--- src/rtl/brush_motor_encoder.sv ---
// Quadrature encoder interface with an Avalon-MM register bank: synchronised and glitch-filtered
// A/B inputs, 4x decode, a 32-bit position counter and a windowed speed measurement.
module brush_motor_encoder (
  input  logic        csi_MCLK_clk,
  input  logic        rsi_MRST_reset_n,
  input  logic [31:0] avs_ctrl_writedata,
  output logic [31:0] avs_ctrl_readdata,
  input  logic [3:0]  avs_ctrl_byteenable,
  input  logic [2:0]  avs_ctrl_address,
  input  logic        avs_ctrl_write,
  input  logic        avs_ctrl_read,
  output logic        avs_ctrl_waitrequest,
  input  logic        QA,
  input  logic        QB
);

  localparam logic [31:0] ID_VALUE    = 32'hEA68_0003;
  localparam logic [31:0] WIN_DEFAULT = 32'd50000;
  localparam logic [31:0] ACC_MAX     = 32'h7FFF_FFFF;
  localparam logic [31:0] ACC_MIN     = 32'h8000_0000;

  logic        clk;
  logic        rst_n;
  assign clk   = csi_MCLK_clk;
  assign rst_n = rsi_MRST_reset_n;

  logic        en_reg;
  logic        inv_reg;
  logic [7:0]  flt_reg;
  logic [31:0] pos_reg;
  logic [31:0] win_reg;
  logic [31:0] spd_reg;
  logic [31:0] timer_reg;
  logic [31:0] acc_reg;
  logic        dir_reg;
  logic        err_reg;
  logic        vld_reg;
  logic [1:0]  prev_ab_reg;
  logic [31:0] readdata_reg;

  logic [1:0]  q_raw;
  logic [1:0]  filt_ab;
  assign q_raw = {QA, QB};

  // Bit 1 carries channel A, bit 0 channel B.
  genvar gi;
  generate
    for (gi = 0; gi < 2; gi++) begin : g_chan
      logic       sync1_reg;
      logic       sync2_reg;
      logic       filt_reg;
      logic [7:0] cnt_reg;

      always_ff @(posedge clk or negedge rst_n) begin
        if (!rst_n) begin
          sync1_reg <= 1'b0;
          sync2_reg <= 1'b0;
          filt_reg  <= 1'b0;
          cnt_reg   <= '0;
        end else begin
          sync1_reg <= q_raw[gi];
          sync2_reg <= sync1_reg;
          if (sync2_reg != filt_reg) begin
            if (cnt_reg == flt_reg) begin
              filt_reg <= sync2_reg;
              cnt_reg  <= '0;
            end else begin
              cnt_reg <= cnt_reg + 8'd1;
            end
          end else begin
            cnt_reg <= '0;
          end
        end
      end

      assign filt_ab[gi] = filt_reg;
    end
  endgenerate

  logic step_up;
  logic step_dn;
  logic step_bad;
  logic step_fwd;
  logic step_rev;

  always_comb begin
    step_up  = 1'b0;
    step_dn  = 1'b0;
    step_bad = 1'b0;
    unique case ({prev_ab_reg, filt_ab})
      4'b00_01, 4'b01_11, 4'b11_10, 4'b10_00: step_up  = 1'b1;
      4'b01_00, 4'b11_01, 4'b10_11, 4'b00_10: step_dn  = 1'b1;
      4'b00_11, 4'b11_00, 4'b01_10, 4'b10_01: step_bad = 1'b1;
      default: ;
    endcase
    step_fwd = inv_reg ? step_dn : step_up;
    step_rev = inv_reg ? step_up : step_dn;
  end

  logic wr_ctrl;
  logic wr_win;
  logic wr_stat;
  logic clr_pulse;
  logic err_w1c;
  assign wr_ctrl   = avs_ctrl_write && (avs_ctrl_address == 3'd0);
  assign wr_win    = avs_ctrl_write && (avs_ctrl_address == 3'd3);
  assign wr_stat   = avs_ctrl_write && (avs_ctrl_address == 3'd5);
  assign clr_pulse = wr_ctrl && avs_ctrl_byteenable[0] && avs_ctrl_writedata[1];
  assign err_w1c   = wr_stat && avs_ctrl_byteenable[0] && avs_ctrl_writedata[1];

  logic [31:0] acc_sum;
  always_comb begin
    acc_sum = acc_reg;
    if (step_fwd && (acc_reg != ACC_MAX)) begin
      acc_sum = acc_reg + 32'd1;
    end else if (step_rev && (acc_reg != ACC_MIN)) begin
      acc_sum = acc_reg - 32'd1;
    end
  end

  logic win_terminal;
  assign win_terminal = (timer_reg >= (win_reg - 32'd1));

  always_ff @(posedge clk or negedge rst_n) begin
    if (!rst_n) begin
      en_reg      <= 1'b0;
      inv_reg     <= 1'b0;
      flt_reg     <= '0;
      pos_reg     <= '0;
      win_reg     <= WIN_DEFAULT;
      spd_reg     <= '0;
      timer_reg   <= '0;
      acc_reg     <= '0;
      dir_reg     <= 1'b0;
      err_reg     <= 1'b0;
      vld_reg     <= 1'b0;
      prev_ab_reg <= 2'b00;
    end else begin
      prev_ab_reg <= filt_ab;

      if (wr_ctrl) begin
        if (avs_ctrl_byteenable[0]) begin
          en_reg  <= avs_ctrl_writedata[0];
          inv_reg <= avs_ctrl_writedata[2];
        end
        if (avs_ctrl_byteenable[1]) begin
          flt_reg <= avs_ctrl_writedata[15:8];
        end
      end

      if (wr_win) begin
        for (int b = 0; b < 4; b++) begin
          if (avs_ctrl_byteenable[b]) begin
            win_reg[8*b +: 8] <= avs_ctrl_writedata[8*b +: 8];
          end
        end
      end

      // Clear has priority over a step decoded in the same cycle.
      if (clr_pulse) begin
        pos_reg <= '0;
      end else if (en_reg && step_fwd) begin
        pos_reg <= pos_reg + 32'd1;
      end else if (en_reg && step_rev) begin
        pos_reg <= pos_reg - 32'd1;
      end

      if (step_fwd) begin
        dir_reg <= 1'b0;
      end else if (step_rev) begin
        dir_reg <= 1'b1;
      end

      if (step_bad) begin
        err_reg <= 1'b1;
      end else if (err_w1c) begin
        err_reg <= 1'b0;
      end

      if (wr_win) begin
        timer_reg <= '0;
        acc_reg   <= '0;
      end else if (en_reg && (win_reg != 32'd0)) begin
        if (win_terminal) begin
          spd_reg   <= acc_sum;
          acc_reg   <= '0;
          timer_reg <= '0;
          vld_reg   <= 1'b1;
        end else begin
          acc_reg   <= acc_sum;
          timer_reg <= timer_reg + 32'd1;
        end
      end
    end
  end

  logic [31:0] rd_mux;
  always_comb begin
    rd_mux = '0;
    unique case (avs_ctrl_address)
      3'd0:    rd_mux = {16'h0000, flt_reg, 5'b00000, inv_reg, 1'b0, en_reg};
      3'd1:    rd_mux = ID_VALUE;
      3'd2:    rd_mux = pos_reg;
      3'd3:    rd_mux = win_reg;
      3'd4:    rd_mux = spd_reg;
      3'd5:    rd_mux = {29'd0, vld_reg, err_reg, dir_reg};
      default: rd_mux = '0;
    endcase
  end

  always_ff @(posedge clk or negedge rst_n) begin
    if (!rst_n) begin
      readdata_reg <= '0;
    end else if (avs_ctrl_read) begin
      readdata_reg <= rd_mux;
    end
  end

  assign avs_ctrl_readdata    = readdata_reg;
  assign avs_ctrl_waitrequest = 1'b0;

endmodule

--- config.mk ---
export PLATFORM = sky130hd
export DESIGN_NAME = brush_motor_encoder
export DESIGN_NICKNAME = d
export VERILOG_FILES = /design/src/rtl/brush_motor_encoder.sv
export SDC_FILE = /design/constraint.sdc
export NUM_CORES = 1
export LEC_CHECK = 0
export CORE_UTILIZATION = 36
export DETAILED_ROUTE_END_ITERATION = 7
export HOLD_SLACK_MARGIN = 0.1
export SKIP_LAST_GASP = 1
export SLEW_MARGIN = 20
export SYNTH_ARGS = -nofsm -noshare
export SYNTH_HDL_FRONTEND = slang
export SYNTH_SLANG_ARGS = --single-unit
export TNS_END_PERCENT = 100
--- constraint.sdc ---
create_clock -name csi_MCLK_clk -period 5.1 [get_ports csi_MCLK_clk]
set_input_delay 1.275 -clock csi_MCLK_clk [delete_from_list [all_inputs] [get_ports csi_MCLK_clk]]
set_output_delay 1.275 -clock csi_MCLK_clk [all_outputs]
set_load 0.1 [all_outputs]
==> results of run 1 <==
path summary, 6_finish.rpt:
kind | slack, ns | to | cells past startpoint
worst min-delay path | 0.36 | g_chan[0].sync2_reg | 0
min in group asynchronous | 0.76 | avs_ctrl_readdata[24] | 1
worst min register to register | 0.36 | g_chan[0].sync2_reg | 0
worst max register to register | 0.41 | pos_reg[30] | 15
max in group asynchronous | 3.28 | g_chan[1].cnt_reg[0] | 2
worst max-delay path | 0.41 | pos_reg[30] | 15
cell families after synthesis:
| family | share of synthesized area (%) |
|---|---|
| simple gates | 18.5 |
| compound gates | 16.0 |
| flops | 40.3 |
| xor+xnor | 8.80 |
| buf+inv | 3.46 |
| mux | 6.57 |
| fa+ha+maj | 6.30 |
| other cells | 0.0264 |
repair_timing:
action | CTS | global route
buffers inserted | 0 | 0
resized for setup | 0 | 3
setup endpoints to repair | 0 | 97
area by class of cell:
cell class                 instances  area, um2  share of cell area, %
tap                              518        648                   3.93
sequential                       229       5740                   34.8
clock buffer                      37        773                   4.69
inverter                          55        206                   1.25
timing repair buffer              97        938                   5.69
multi-input combinational       1194       8020                   48.6
clock inverter                    13        174                   1.05
through the flow:
stage | cells | worst slack [ns] | instance area, um2 | TNS [ns]
finish | 2143 | 0.408 | 16500 | 0
global route | 2143 | -0.0149 | 16500 | -0.0266
CTS | 2143 | 0.285 | 16500 | 0
detailed placement | 2093 | 0.306 | 15500 | 0
global placement | 2093 | 0.463 | 15500 | 0
floorplan | 1550 | 0.800 | 14200 | 0
routing by layer:
layer | vias to the layer above | part of all wire [%] | wire [um] | global-route usage [%]
met5 | - | 0 | 0 | 0
met4 | 0 | 2.4 | 1020 | 5.29
met3 | 60 | 5.6 | 2330 | 3.02
met2 | 340 | 44 | 18400 | 32.3
met1 | 5708 | 48 | 20000 | 30.3
li1 | 5656 | - | - | -
Yosys cell counts, drive strengths merged, types with 27 or more instances:
| master | count | area (um2) |
|---|---|---|
| dfrtp | 223 | 5580 |
| nor2 | 146 | 548 |
| nand2 | 133 | 502 |
| a21oi | 108 | 556 |
| o21ai | 89 | 445 |
| xnor2 | 87 | 762 |
| ha | 70 | 876 |
| mux2 | 59 | 664 |
| clkbuf | 58 | 218 |
| nand3 | 56 | 290 |
| xor2 | 56 | 490 |
| inv | 55 | 206 |
| nor3 | 37 | 196 |
| o22ai | 28 | 175 |
| a21o | 27 | 203 |
| mux2i | 27 | 270 |
power groups by stage:
stage                     clock (W)  combinational (W)  sequential (W)
after floorplan                   0            0.00346         0.00275
after global placement            0            0.00457         0.00278
after detailed placement          0            0.00465         0.00278
after CTS                   0.00211            0.00469         0.00276
after global routing        0.00218            0.00524         0.00283
final                       0.00206            0.00473         0.00278
worst reg2reg max path, stage by stage (launching register included):
cell	delay (ns)
dfrtp_1	0.49
xor2_1	0.25
nor3_1	0.50
or2_2	0.24
nand2_1	0.39
ha_1	0.51
nor2b_1	0.16
o21ai_0	0.19
nand2b_1	0.15
a21oi_1	0.29
o31ai_1	0.13
buf_4	0.16
a31oi_1	0.58
o21ai_0	0.27
mux2i_1	0.20
nor2_1	0.06
==> flow_summary.toml, run 1 <==
[cts]
cts_buffers = 27
path_clk_slew_ns = 0.06
clock_sinks = 229
clock_latency_ns = 0.55
cts_tree = "yes"
cts-root-buf = "clkbuf_16"
cts_hold_buf = 0
htreeDepth = 1
clockBufferDepth = 3

[power]
irDropWorstVdd_mv = 0.316
intPower_w = 0.00534
p_seq_share_pct = 29.0
leakagePower_nw = 7.09
swShare_pct = 44.2
pwr-share-comb_pct = 49.4
p_sw_w = 0.00423
power.total_w = 0.00957
clkPwrFrac_pct = 21.5
power.density_nw_per_um2 = 580

[yosys]
synth-edff-count = 0
ys.warnings.count = 0
syn-num-nets = 1666
yosysUniqueCellTypes = 77
yosysSeqAreaShare_pct = 40.3
synth_seq_cells = 229
synthFlopType = "dfrtp_1"
ys_async_sr_fraction_pct = 100
synthCells = 1550
syn_avg_cell_area_um2 = 9.18
synth_area_um2 = 14200

[worst_setup_path]
cp_num_buf_inv = 1
path_class = "reg2reg"
cp_top_family = "simple AND/OR/NAND/NOR gates"
startpoint_type = "flop"
worstPathArrival_ns = 5.12
r2r_start = "g_chan[1].filt_reg"
worstPathMaxFanout = 15
crit_path_start = "g_chan[1].filt_reg"
max_stage_delay_ns = 0.58
crit_chain = "xor2_1, nor3_1, or2_2, nand2_1, ha_1, nor2b_1, o21ai_0, nand2b_1, a21oi_1, o31ai_1, buf_4, a31oi_1, o21ai_0, mux2i_1, nor2_1"
crit_path_frequent_cell = "o21ai_0"
endpoint_kind = "flop"
slowest_stage = "a31oi_1"
required_ns = 5.53

[die]
die_h_um = 201
std_cell_rows = 72
die_area_um2 = 40300
core_um2 = 38800
die_x_um = 201
initial_core_util_pct = 36.6
pin_count = 78

[detailed_routing]
drt_pass1_iterations = 5
dr_total_vias = 11800
drt_iter0_markers = 760
ant_nets = 0
via_per_inst = 5.49
drt-total-wl_um = 41700
wl_per_cell_um = 19.5
drcViolationCount = 0

[placement]
gp_routability_congestion = 0.926
post-dp-hpwl_um = 30600
io_buffers = 76

[sta]
relSlewSlack_pct = 30.1
hold_violations = 0
skew_ns = 0.0149
worstMarginPinSlew_ns = 1.05
period_share_pct = 92.0
layout_min_cycle_time_ns = 4.69
slew_violations = 0
max_clock_freq_mhz = 213
setup_viol = 0
hold_ws_ns = 0.356

[status]
status = "completed"

[finish]
mostFrequentLayoutCells = "223 x dfrtp_1, 144 x nor2_1, 131 x nand2_1"
fill_cells = 3756
synthToLayoutAreaGrowth_pct = 16.0
final_nets = 1720
layout-drive-gt1-share_pct = 9.85
diodes = 0
final_common_cell = "dfrtp_1"
post-route-util_pct = 42.5

[flow_run]
cap_violations = 0

[min_path]
worst_hold_path_type = "reg2reg"
hold_start = "g_chan[0].sync1_reg"

[global_routing]
antenna_found_initial = 0
overflow = 0
grt_max_degree = 103
grt_usage_pct = 20.8
grt_pass1_wl_um = 66800
grt_pass1_vias = 11700
No activity file was read; power rests on OpenSTA's default activity.
==> run 2, diff against run 1 <==
--- a/config.mk
+++ b/config.mk
@@ -7,10 +7,11 @@
 export LEC_CHECK = 0
 export CORE_UTILIZATION = 36
 export DETAILED_ROUTE_END_ITERATION = 7
+export GPL_TIMING_DRIVEN = 0
 export HOLD_SLACK_MARGIN = 0.1
 export SKIP_LAST_GASP = 1
 export SLEW_MARGIN = 20
 export SYNTH_ARGS = -nofsm -noshare
 export SYNTH_HDL_FRONTEND = slang
 export SYNTH_SLANG_ARGS = --single-unit
-export TNS_END_PERCENT = 100
+export TNS_END_PERCENT = 50
==> run 2 against run 1 <==
- cell count increased by 2.6%
- critical path depth is 4 higher
- sequential power is 1% lower
- clock power fell by 2%
- first-iteration DRC count increased by 24%
- clock skew decreased by 0.0012 ns
- combinational power increased by 2%
- final area rose by 1.5%
- non-clock buffer count grew 56
- die area unchanged
- critical path type unchanged
- critical endpoint is now acc_reg[4]
- largest power group unchanged
==> flow_summary.toml, run 2 (synthesized netlist as in run 1, its figures left out) <==
[status]
status = "completed"

[global_routing]
antenna_found_initial = 1
grt_pass1_wl_um = 67800
grt_max_degree = 99
overflow = 0
grt_pass1_vias = 12100
grt_usage_pct = 21.3

[finish]
multiInputGateArea_um2 = 8080
synthToLayoutAreaGrowth_pct = 17.7
final_cell_area_um2 = 16700
fin_cells = 2199
fill_cells = 3817
layout-drive-gt1-share_pct = 9.76
final_nets = 1776
regArea_um2 = 5740
final_common_cell = "dfrtp_1"
mostFrequentLayoutCells = "223 x dfrtp_1, 144 x nor2_1, 131 x nand2_1"

[worst_setup_path]
worstPathArrival_ns = 5.26
endpoint_kind = "flop"
rrSetupSlack_ns = 0.31
rr_worst_depth = 19
worstPathMaxFanout = 10
r2r_start = "win_reg[3]"
startpoint_type = "flop"
r2r-end = "acc_reg[4]"
required_ns = 5.57
path_class = "reg2reg"

[detailed_routing]
drcViolationCount = 0
ant_nets = 0
via_per_inst = 5.55
dr_total_vias = 12200
drt-total-wl_um = 42600
wl_per_cell_um = 19.4
drt_pass1_iterations = 5
drt_iter0_markers = 940

[cts]
clock_sinks = 229
clockBufferDepth = 3
cts_tree = "yes"
path_clk_slew_ns = 0.06
cts_buffers = 27
htreeDepth = 1
clock_latency_ns = 0.56
cts-root-buf = "clkbuf_16"

[sta]
relSlewSlack_pct = 33.4
skew_ns = 0.0138
setup_tns_ns = 0
hold_violations = 0
rsz0062_at_grt = "false"
worstMarginPinSlew_ns = 0.996
period_share_pct = 93.9
slew_violations = 0
layout_min_cycle_time_ns = 4.79
max_clock_freq_mhz = 209
setup_viol = 0

[placement]
io_buffers = 73
place_area_um2 = 15700
place_inst = 2143
gp_routability_congestion = 0.909
post-dp-hpwl_um = 32300

[power]
irDropWorstVdd_mv = 0.242
leakagePower_nw = 7.17
power.density_nw_per_um2 = 573

[die]
core_um2 = 38800
std_cell_rows = 72
die_x_um = 201
die_area_um2 = 40300
die_h_um = 201
pin_count = 78
initial_core_util_pct = 36.6

[flow_run]
cap_violations = 0

[min_path]
worst_hold_path_type = "reg2reg"
hold_depth = 0
hold_end = "g_chan[1].sync2_reg"
hold_start = "g_chan[1].sync1_reg"
[run 2: what timing repair did]
item | CTS | global route
endpoints found under the setup margin | 93 | 105
hold buffers | 0 | 0
pin swaps | 1 | 2
resized for setup | 13 | 19
buffers inserted | 3 | 3
[run 2: report_power, final]
part           total (W)  internal [W]  leakage, nW  switching, W
Combinational    0.00483       0.00187         3.73       0.00295
Clock            0.00202       0.00123        0.457      0.000791
Sequential       0.00274       0.00221         2.98      0.000532
[run 2: stage by stage]
| stage | utilization, % | hold WS, ns | setup WS [ns] | power [W] |
|---|---|---|---|---|
| 4_1_cts | 42.9 | 0.351 | -0.00176 | 0.00956 |
| 3_3_place_gp | 40.2 | 0.334 | -7.41 | 0.00739 |
| 6_report | 43.1 | 0.349 | 0.310 | 0.00959 |
| 5_1_grt | 43.1 | 0.355 | 0.00369 | 0.0103 |
| 3_5_place_dp | 40.4 | 0.338 | -0.573 | 0.00749 |
| 2_1_floorplan | - | 0.331 | 0.800 | 0.00620 |
[run 2: how the worst max path moves through the flow]
stage / to / from / cells after the start
detailed placement: timer_reg[26] / win_reg[13] / 18
global placement: g_chan[0].cnt_reg[5] / rsi_MRST_reset_n / 1
finish: acc_reg[4] / win_reg[3] / 19
global route: spd_reg[12] / win_reg[13] / 18
CTS: spd_reg[30] / win_reg[3] / 19
floorplan: timer_reg[12] / win_reg[13] / 18
[run 2: critical path: stages, from the launching register on]
cell and delay, ns:
dfrtp_1 0.48, nor3_2 0.31, and3_1 0.25, nand2_1 0.11
or2_2 0.35, nand2b_1 0.22, or2_2 0.38, nor3_1 0.19
xnor2_1 0.15, ha_1 0.26, nor2b_1 0.13, o21ai_0 0.15
a21oi_1 0.12, o32ai_2 0.33, nand3_2 0.23, buf_4 0.21
nor2_4 0.22, clkbuf_2 0.35, nand2_1 0.08, o21ai_0 0.17
[run 2: metal layers]
layer | global-route usage (%) | share of wire, %
met5 | 0 | 0
met4 | 6.71 | 2.9
met3 | 3.47 | 5.4
met2 | 32.9 | 44
met1 | 30.3 | 48
[run 2: layout make-up]
cell class                 count  area share [%]
multi-input combinational   1194            48.2
sequential                   229            34.3
timing repair buffer          81            4.99
clock buffer                  39            4.72
tap                          518            3.87
buffer                        72            1.82
inverter                      55            1.23
clock inverter                10           0.830
antenna                        1          0.0149
==> run 3, diff against run 2 <==
--- a/config.mk
+++ b/config.mk
@@ -6,6 +6,7 @@
 export NUM_CORES = 1
 export LEC_CHECK = 0
 export CORE_UTILIZATION = 36
+export CTS_BUF_LIST = sky130_fd_sc_hd__clkbuf_4 sky130_fd_sc_hd__clkbuf_8
 export DETAILED_ROUTE_END_ITERATION = 7
 export GPL_TIMING_DRIVEN = 0
 export HOLD_SLACK_MARGIN = 0.1
==> run 3 against run 2 <==
- core utilization about the same
- clock skew up 0.012 ns
- final area about the same
- worst setup slack worse by 0.032 ns
- fmax down 0.65%
- hold slack about the same
- global-route usage up 0.23 points
- register-to-register slack worse by 0.03 ns
- routed wire length up 0.69%
- critical path type unchanged
==> flow_summary.toml, run 3 (synthesized netlist as in run 1, its figures left out) <==
[detailed_routing]
via_per_inst = 5.55
drcViolationCount = 0
dr_total_vias = 12300
ant_nets = 0
drt_iter0_markers = 817
drt_pass1_iterations = 6
drt-total-wl_um = 42900
wl_per_cell_um = 19.3

[cts]
htreeDepth = 2
path_clk_slew_ns = 0.06
cts-root-buf = "clkbuf_8"
clockBufferDepth = 3
clock_latency_ns = 0.60
clock_sinks = 229
cts_hold_buf = 0
cts_buffers = 41
cts_tree = "yes"

[die]
pin_count = 78
initial_core_util_pct = 36.6
core_um2 = 38800
die_area_um2 = 40300
std_cell_rows = 72
die_x_um = 201
die_h_um = 201

[worst_setup_path]
crit_path_start = "win_reg[3]"
worstPathMaxFanout = 10
startpoint_type = "flop"
path_class = "reg2reg"
r2r_start = "win_reg[3]"
worstPathArrival_ns = 5.30
endpoint_kind = "flop"
required_ns = 5.58

[power]
intPower_w = 0.00525
power.density_nw_per_um2 = 570
irDropWorstVdd_mv = 0.250
p_seq_share_pct = 28.8
pwr-share-comb_pct = 50.5
p_sw_w = 0.00429
swShare_pct = 45.0
clkPwrFrac_pct = 20.7
leakagePower_nw = 7.20

[status]
status = "completed"

[sta]
hold_ws_ns = 0.349
setup_viol = 0
relSlewSlack_pct = 33.4
setup_ws_ns = 0.278
max_clock_freq_mhz = 207
hold_violations = 0
worstMarginPinSlew_ns = 0.995
skew_ns = 0.0255
period_share_pct = 94.5
rsz0062_at_grt = "true"
slew_violations = 0
layout_min_cycle_time_ns = 4.82

[placement]
post-dp-hpwl_um = 32300
gp_routability_congestion = 0.909
place_ws_ns = -0.573
place_inst = 2143
io_buffers = 73

[finish]
fill_cells = 3819
final_common_cell = "dfrtp_1"
regArea_um2 = 5740
synthToLayoutAreaGrowth_pct = 17.7
multiInputGateArea_um2 = 8080
final_nets = 1788
layout-drive-gt1-share_pct = 11.3
mostFrequentLayoutCells = "223 x dfrtp_1, 144 x nor2_1, 131 x nand2_1"
fin_cells = 2222

[min_path]
hold_start = "g_chan[1].sync1_reg"
worst_hold_path_type = "reg2reg"

[global_routing]
grt_usage_pct = 21.5
met2_usage_pct = 33.0
grt_pass1_vias = 12200
grt_pass1_wl_um = 68100
overflow = 0
top_usage_layer = "met2"
grt_use_met1_pct = 30.2
grt_util_met3_pct = 4.12
antenna_found_initial = 1
grt_max_degree = 99

[flow_run]
cap_violations = 0
## run 3: final cells by class
type / count / share of cell area, %
antenna: 1 / 0.0149
buffer: 72 / 1.83
clock buffer: 64 / 4.85
clock inverter: 10 / 0.762
inverter: 55 / 1.23
multi-input combinational: 1194 / 48.3
sequential: 229 / 34.3
tap: 518 / 3.87
timing repair buffer: 79 / 4.90
## run 3: final timing paths
kind	endpoint	slack, ns	cells past startpoint
worst max-delay path	timer_reg[28]	0.28	20
worst min-delay path	g_chan[1].sync2_reg	0.35	0
worst max register to register	timer_reg[28]	0.28	20
worst min register to register	g_chan[1].sync2_reg	0.35	0
max in group asynchronous	win_reg[14]	3.29	3
min in group asynchronous	acc_reg[27]	0.56	1
## run 3: power by group through the flow
stage          Sequential, W  Combinational, W  Clock, W
2_1_floorplan        0.00275           0.00346         0
3_3_place_gp         0.00274           0.00465         0
3_5_place_dp         0.00276           0.00474         0
4_1_cts              0.00273           0.00477   0.00203
5_1_grt              0.00280           0.00536   0.00210
6_report             0.00275           0.00482   0.00197
## run 3: critical path, cell delays in order (launching register included)
cell	delay, ns
dfrtp_1	0.48
nor3_2	0.30
and3_1	0.25
nand2_1	0.11
or2_2	0.35
nand2b_1	0.22
or2_2	0.38
nor3_1	0.19
xnor2_1	0.10
ha_1	0.29
nand2_1	0.08
nor4_1	0.32
and4_1	0.27
and2_1	0.14
o311ai_1	0.10
nand3_2	0.20
buf_4	0.15
inv_1	0.05
o21ai_4	0.34
clkbuf_4	0.30
nor2_1	0.07
## run 3: repair_timing
action / 4_1_cts / 5_1_grt
gates resized for setup: 14 / 19
setup endpoints to repair: 93 / 103
buffers inserted: 3 / 1
pin swaps: 1 / 1
## run 3: stage by stage
step	area [um2]	power (W)	util, %	setup TNS [ns]
floorplan	14200	0.00620	-	0
detailed placement	15700	0.00749	40.4	-29.42
global route	16700	0.0103	43.1	-0.325
CTS	16700	0.00953	42.9	-0.000766
finish	16700	0.00954	43.1	0
global placement	15600	0.00739	40.2	-1700.82
## run 3: layer usage
| metal | vias to the layer above | share of wire [%] |
|---|---|---|
| met5 | - | 0 |
| met4 | 0 | 2.9 |
| met3 | 76 | 6.5 |
| met2 | 388 | 44 |
| met1 | 6070 | 47 |
| li1 | 5807 | - |
